`src/rtl/serial_disp_pkg.sv`:
```
// ============================================================================
// serial_disp_pkg
// Shared constants and types for the serial display receiver slice.
//  LED_FRAME_BITS  : frame width of the LED shift chain
//  SEG_FRAME_BITS  : frame width of the 7-segment shift chain
//  DEF_SYNC_STAGES : default synchronizer depth per input line
//  rx_state_t      : receiver fill state (IDLE, SHIFTING, FULL)
// ============================================================================
package serial_disp_pkg;

   localparam int LED_FRAME_BITS  = 16;
   localparam int SEG_FRAME_BITS  = 64;
   localparam int DEF_SYNC_STAGES = 2;

   typedef enum logic [1:0] {
      IDLE     = 2'd0,
      SHIFTING = 2'd1,
      FULL     = 2'd2
   } rx_state_t;

endpackage

```
`src/rtl/ser_sync_edge.sv`:
```
// ============================================================================
// ser_sync_edge
// Brings one asynchronous serial line into the clk domain and detects its
// rising edge. The level and rise outputs are both registered after the
// synchronizer so that they stay cycle-aligned with each other and with every
// other instance of this block.
// Ports:
//  clk     : system clock, rising edge
//  rst     : synchronous active-high reset
//  din_i   : asynchronous input line
//  level_o : synchronized level, delayed SYNC_STAGES+1 cycles
//  rise_o  : one-cycle pulse aligned with the first high cycle of level_o
// ============================================================================
module ser_sync_edge #(
   parameter int SYNC_STAGES = 2
) (
   input  logic clk,
   input  logic rst,
   input  logic din_i,
   output logic level_o,
   output logic rise_o
);

   logic [SYNC_STAGES-1:0] sync_q;
   logic                   edge_q;
   logic                   rise_q;

   // Synchronizer chain followed by the edge register. rise_q compares the
   // newest synchronized sample with the one edge_q is about to replace, so
   // rise_q and edge_q change on the same clock and describe the same sample.
   always_ff @(posedge clk) begin
      if (rst) begin
         sync_q <= '0;
         edge_q <= 1'b0;
         rise_q <= 1'b0;
      end else begin
         sync_q <= {sync_q[SYNC_STAGES-2:0], din_i};
         edge_q <= sync_q[SYNC_STAGES-1];
         rise_q <= sync_q[SYNC_STAGES-1] & ~edge_q;
      end
   end

   assign level_o = edge_q;
   assign rise_o  = rise_q;

endmodule

```
`src/rtl/serial_disp_receiver.sv`:
```
// ============================================================================
// serial_disp_receiver
// Receive side of the serial LED/7-seg shift protocol. Oversamples the serial
// lines in the clk domain, shifts data in MSB first and presents a completed
// frame on par_out when the transmitter strobes ser_pen.
// Ports:
//  clk, rst    : system clock, synchronous active-high reset
//  ser_clk     : serial shift clock (async), data taken on its rising edge
//  ser_sout    : serial data, MSB first
//  ser_pen     : commit strobe, rising edge commits the frame
//  ser_clrn    : active-low clear of the shift register and bit counter
//  par_out     : last committed good frame
//  frame_valid : one-cycle pulse when par_out updates
//  frame_err   : last commit had the wrong bit count
//  bit_cnt     : bits shifted since last commit/clear, saturating
//  daisy_out   : MSB shifted out of the frame (only with DAISY_OUT_EN)
// Build option: define DAISY_OUT_EN to add the daisy_out port and its flop.
// ============================================================================
module serial_disp_receiver
   import serial_disp_pkg::*;
#(
   parameter int FRAME_BITS  = LED_FRAME_BITS,
   parameter int SYNC_STAGES = DEF_SYNC_STAGES,
   parameter int CNT_W       = 8
) (
   input  logic                  clk,
   input  logic                  rst,
   input  logic                  ser_clk,
   input  logic                  ser_sout,
   input  logic                  ser_pen,
   input  logic                  ser_clrn,
   output logic [FRAME_BITS-1:0] par_out,
   output logic                  frame_valid,
   output logic                  frame_err,
`ifdef DAISY_OUT_EN
   output logic [CNT_W-1:0]      bit_cnt,
   output logic                  daisy_out
`else
   output logic [CNT_W-1:0]      bit_cnt
`endif
);

   localparam logic [CNT_W-1:0] FRAME_CNT = CNT_W'(FRAME_BITS);

   logic clkRise, soutLevel, penRise, clrnLevel;
   logic unusedClkLevel, unusedSoutRise, unusedPenLevel, unusedClrnRise;

   logic [FRAME_BITS-1:0] sreg_q, sreg_d, par_q, par_d, shiftSreg;
   logic [CNT_W-1:0]      cnt_q, cnt_d, shiftCnt;
   logic                  err_q, err_d, valid_q, valid_d;
   rx_state_t             state_q, state_d, shiftState;

   // ser_sout goes through the same pipeline as ser_clk so the sampled data
   // bit lines up with the detected shift-clock edge.
   ser_sync_edge #(.SYNC_STAGES(SYNC_STAGES)) uSyncClk (
      .clk(clk), .rst(rst), .din_i(ser_clk), .level_o(unusedClkLevel), .rise_o(clkRise)
   );
   ser_sync_edge #(.SYNC_STAGES(SYNC_STAGES)) uSyncSout (
      .clk(clk), .rst(rst), .din_i(ser_sout), .level_o(soutLevel), .rise_o(unusedSoutRise)
   );
   ser_sync_edge #(.SYNC_STAGES(SYNC_STAGES)) uSyncPen (
      .clk(clk), .rst(rst), .din_i(ser_pen), .level_o(unusedPenLevel), .rise_o(penRise)
   );
   ser_sync_edge #(.SYNC_STAGES(SYNC_STAGES)) uSyncClrn (
      .clk(clk), .rst(rst), .din_i(ser_clrn), .level_o(clrnLevel), .rise_o(unusedClrnRise)
   );

   // State register for the shift/commit datapath and the fill-state FSM.
   always_ff @(posedge clk) begin
      if (rst) begin
         sreg_q  <= '0;
         cnt_q   <= '0;
         par_q   <= '0;
         err_q   <= 1'b0;
         valid_q <= 1'b0;
         state_q <= IDLE;
      end else begin
         sreg_q  <= sreg_d;
         cnt_q   <= cnt_d;
         par_q   <= par_d;
         err_q   <= err_d;
         valid_q <= valid_d;
         state_q <= state_d;
      end
   end

   // Next-state logic. The shift is worked out first (shiftSreg/shiftCnt/
   // shiftState) so a commit in the same cycle sees the frame including that
   // bit. Clear overrides everything and makes a simultaneous commit look
   // like an empty frame, which always flags an error.
   always_comb begin
      sreg_d     = sreg_q;
      cnt_d      = cnt_q;
      par_d      = par_q;
      err_d      = err_q;
      valid_d    = 1'b0;
      state_d    = state_q;
      shiftSreg  = sreg_q;
      shiftCnt   = cnt_q;
      shiftState = state_q;

      if (clkRise) begin
         shiftSreg = {sreg_q[FRAME_BITS-2:0], soutLevel};
         shiftCnt  = (cnt_q == '1) ? cnt_q : cnt_q + CNT_W'(1);
         case (state_q)
            IDLE:     shiftState = (shiftCnt >= FRAME_CNT) ? FULL : SHIFTING;
            SHIFTING: shiftState = (shiftCnt >= FRAME_CNT) ? FULL : SHIFTING;
            default:  shiftState = FULL;
         endcase
      end

      if (!clrnLevel) begin
         sreg_d  = '0;
         cnt_d   = '0;
         state_d = IDLE;
         if (penRise) begin
            err_d = 1'b1;
         end
      end else if (penRise) begin
         sreg_d  = shiftSreg;
         cnt_d   = '0;
         state_d = IDLE;
         if (shiftState == FULL && shiftCnt == FRAME_CNT) begin
            par_d   = shiftSreg;
            valid_d = 1'b1;
            err_d   = 1'b0;
         end else begin
            err_d = 1'b1;
         end
      end else begin
         sreg_d  = shiftSreg;
         cnt_d   = shiftCnt;
         state_d = shiftState;
      end
   end

`ifdef DAISY_OUT_EN
   logic daisy_q, daisy_d;

   // The bit falling off the top of the shift register is forwarded so a
   // second receiver can be chained behind this one.
   always_comb begin
      daisy_d = daisy_q;
      if (clkRise && clrnLevel) begin
         daisy_d = sreg_q[FRAME_BITS-1];
      end
   end

   // Daisy output register.
   always_ff @(posedge clk) begin
      if (rst) begin
         daisy_q <= 1'b0;
      end else begin
         daisy_q <= daisy_d;
      end
   end

   assign daisy_out = daisy_q;
`endif

   assign par_out     = par_q;
   assign frame_valid = valid_q;
   assign frame_err   = err_q;
   assign bit_cnt     = cnt_q;

endmodule

```
`config.mk`:
```
export PLATFORM = sky130hd
export DESIGN_NAME = serial_disp_receiver
export DESIGN_NICKNAME = d
export VERILOG_FILES = /design/src/rtl/serial_disp_pkg.sv /design/src/rtl/ser_sync_edge.sv /design/src/rtl/serial_disp_receiver.sv
export SDC_FILE = /design/constraint.sdc
export NUM_CORES = 1
export LEC_CHECK = 0
export CAP_MARGIN = 20
export CORE_MARGIN = 10
export CORE_UTILIZATION = 40
export CTS_CLUSTER_DIAMETER = 80
export DETAILED_ROUTE_END_ITERATION = 12
export SYNTH_ARGS = -nofsm -noshare
export SYNTH_HDL_FRONTEND = slang
export SYNTH_SLANG_ARGS = --single-unit
export TNS_END_PERCENT = 100
```
`constraint.sdc`:
```
create_clock -name clk -period 5.05 [get_ports clk]
set_input_delay 0.7575 -clock clk [delete_from_list [all_inputs] [get_ports clk]]
set_output_delay 0.7575 -clock clk [all_outputs]
set_load 0.05 [all_outputs]
```
==> out/metrics.yaml <==
run_status: "finished, final reports clean"
finalHoldViolations: 0
drv_cap: 0
ir_drop_mv: 0.332
syn_area_per_cell_um2: 10.0
hpwlAfterDp_mm: 2.82
pin_count: 32
slew_violations: 0
vias: 1673
ys_types: 44
ant_nets: 0
power_density_nw_per_um2: 309
wl_mm: 4.34
fillers: 560
start_util_pct: 41.0
post-cts-setup-buffers: 0
p_sw_share_pct: 20.9
fin_crit_sh_pct: 58.0
clock.fmax_ghz: 0.341
drt_first_pass_iters: 4
ctsLongestPathBuffers: 2
die_area_um2: 9530
synthCells: 240
core_um2: 5890
place.gp.congestion: 0.848
tightest_slew_ps: 991
clockRootBuffer: "clkbuf_8"
required_ps: 5260
drtIter0Drc: 60
grt-ovfl-total: 0
grt_pass1_vias: 1643
syn_area_um2: 2410
period_needed_ps: 2930
post_drt_wl_per_cell_um: 12.5
synthArstFlopShare_pct: 0
crit_fanout: 18
cts_buffers: 9
grt_antenna_before_repair: 0
p_total_uw: 901
die_w_um: 97.6
min_path_type: "flip-flop to flip-flop"
path_clk_slew_ps: 70
die_h_um: 97.6
rows: 28
slew_headroom_pct: 33.9
synth.yosys.seq_area_share_pct: 48.2
r2r_cells: 6
pwr-share-clk_pct: 46.3
cts_hold_buffers: 0
route.detailed.drc: 0
htree_levels: 3
numClockSinks: 58
synth_seq_cells: 58
avgViaCountPerCell: 4.84
end_kind: "flip-flop"
grt_max_degree: 48
fin_worst_skew_ps: 8.27
ys_warn_count: 0
p_comb_share_pct: 2.2
synth_edf_count: 0
reg2reg_setup_slack_ps: 2120
setup_viol: 0
post_cts_resized: 0
io_buffers: 31
grt_use_total_pct: 9.44
leakagePower_uw: 0.00103
synth.net_count: 247
startpoint_type: "flip-flop"
drive_above_1_share_pct: 14.0
antenna_cells: 0
worstPathArrival_ps: 3140
area_growth_pct: 20.9
internal-power_uw: 713
crit_type: "flip-flop to flip-flop"
grt_pass1_wl_mm: 7.48
nNetsFinal: 273
cts_tree: "built"
p_switching_uw: 188
fin_tns_setup_ps: 0
clkLatencyLatePin_ps: 330
rsz0062_at_grt: "false"
synth_flop_cell: "dfxtp_1"
power_frac_seq_pct: 51.5
holdPathStages: 1
-- power groups by stage --
stage | Clock (uW) | Sequential (uW) | Combinational (uW)
finish | 417 | 464 | 19.9
global placement | 0 | 475 | 20.2
CTS | 431 | 464 | 20.5
global route | 449 | 464 | 22.2
floorplan | 0 | 474 | 13.7
detailed placement | 0 | 475 | 20.3
-- path summary, 6_finish.rpt --
check | startpoint | endpoint
hold / removal | uSyncClk.level_o$_SDFF_PP0_ | uSyncClk.rise_o$_SDFF_PP0_
setup reg to reg | bit_cnt[0]$_SDFF_PP0_ | par_out[0]$_SDFFE_PP0P_
setup / recovery | bit_cnt[0]$_SDFF_PP0_ | par_out[0]$_SDFFE_PP0P_
hold reg to reg | uSyncClk.level_o$_SDFF_PP0_ | uSyncClk.rise_o$_SDFF_PP0_
-- per-layer routing --
layer | up-vias | wire length, um | global-route usage (%)
met5 | - | 0 | 0
met2 | 48 | 1920 | 13.8
met1 | 769 | 1990 | 10.6
met4 | 0 | 71 | 4.36
li1 | 849 | - | -
met3 | 7 | 366 | 5.76
-- cell usage after synthesis, types with 2 or more instances --
cell type  count  area, um^2
mux2_4         8         120
o22ai_1        3        18.8
clkbuf_1       9        33.8
xor2_1         2        17.5
xnor2_1        2        17.5
nor3_1         3        15.0
mux2i_1       19         190
a31oi_1        2        12.5
nand3_1        6        30.0
a21oi_1        3        15.0
dfxtp_1       58        1160
nand2_1        7        26.3
nor2b_1       31         194
nand2b_1       3        18.8
nor2_1        43         161
nor3b_1        2        15.0
buf_1          3        11.3
mux2_2         8        90.1
buf_6          2        22.5
and4b_1        2        20.0
-- layout make-up --
cell class / count / area, um^2 / area share [%]
sequential: 58 / 1160 / 39.8
multi-input combinational: 163 / 1130 / 38.9
timing repair buffer: 33 / 325 / 11.2
clock buffer: 12 / 145 / 4.98
tap: 75 / 93.8 / 3.22
clock inverter: 4 / 51.3 / 1.76
inverter: 1 / 3.75 / 0.129
-- per-stage QoR --
step	util (%)	hold WS, ps	worst slack (ps)	cells	cell area, um^2
final	49.5	379	2120	346	2920
after global routing	49.5	408	1910	346	2920
after CTS	49.5	379	2110	346	2920
after detailed placement	46.2	375	2170	330	2720
after global placement	46.2	372	2190	330	2720
after floorplan	-	367	2440	240	2410
-- sequential cells by signal, indices dropped and copies added (netlist names), 2 cells and up --
register	count
bit_cnt	8
par_out	16
sreg_q	16
state_q	2
uSyncClk.sync_q	2
uSyncClrn.sync_q	2
uSyncPen.sync_q	2
uSyncSout.sync_q	2
-- layout by cell type (no fill, tap or decap), types with 6 or more instances in the layout --
master,netlist,layout
nand3_1,6,6
mux2_4,8,8
dfxtp_1,58,58
clkbuf_8,1,10
nand2_1,7,7
mux2i_1,19,19
mux2_2,8,8
nor2b_1,31,31
nor2_1,43,43
clkdlybuf4s50_1,0,31
-- worst max-delay path: stages, from the launching register on --
cell,delay (ps)
dfxtp_1,420
ha_1,300
nand3_1,230
or3_1,450
o211ai_1,110
and4b_1,880
mux2_2,420
-- cell families (layout without fill, tap and decap cells) --
group	count (synthesis)	in the layout	synth area share, %
simple gates	108	108	23.9
fa+ha+maj	1	1	0.519
mux	35	35	16.6
buf+inv	19	50	4.77
flops	58	58	48.2
xor+xnor	4	4	1.45
compound gates	15	15	4.57
Note: power is estimated with default switching activity, not from simulation.
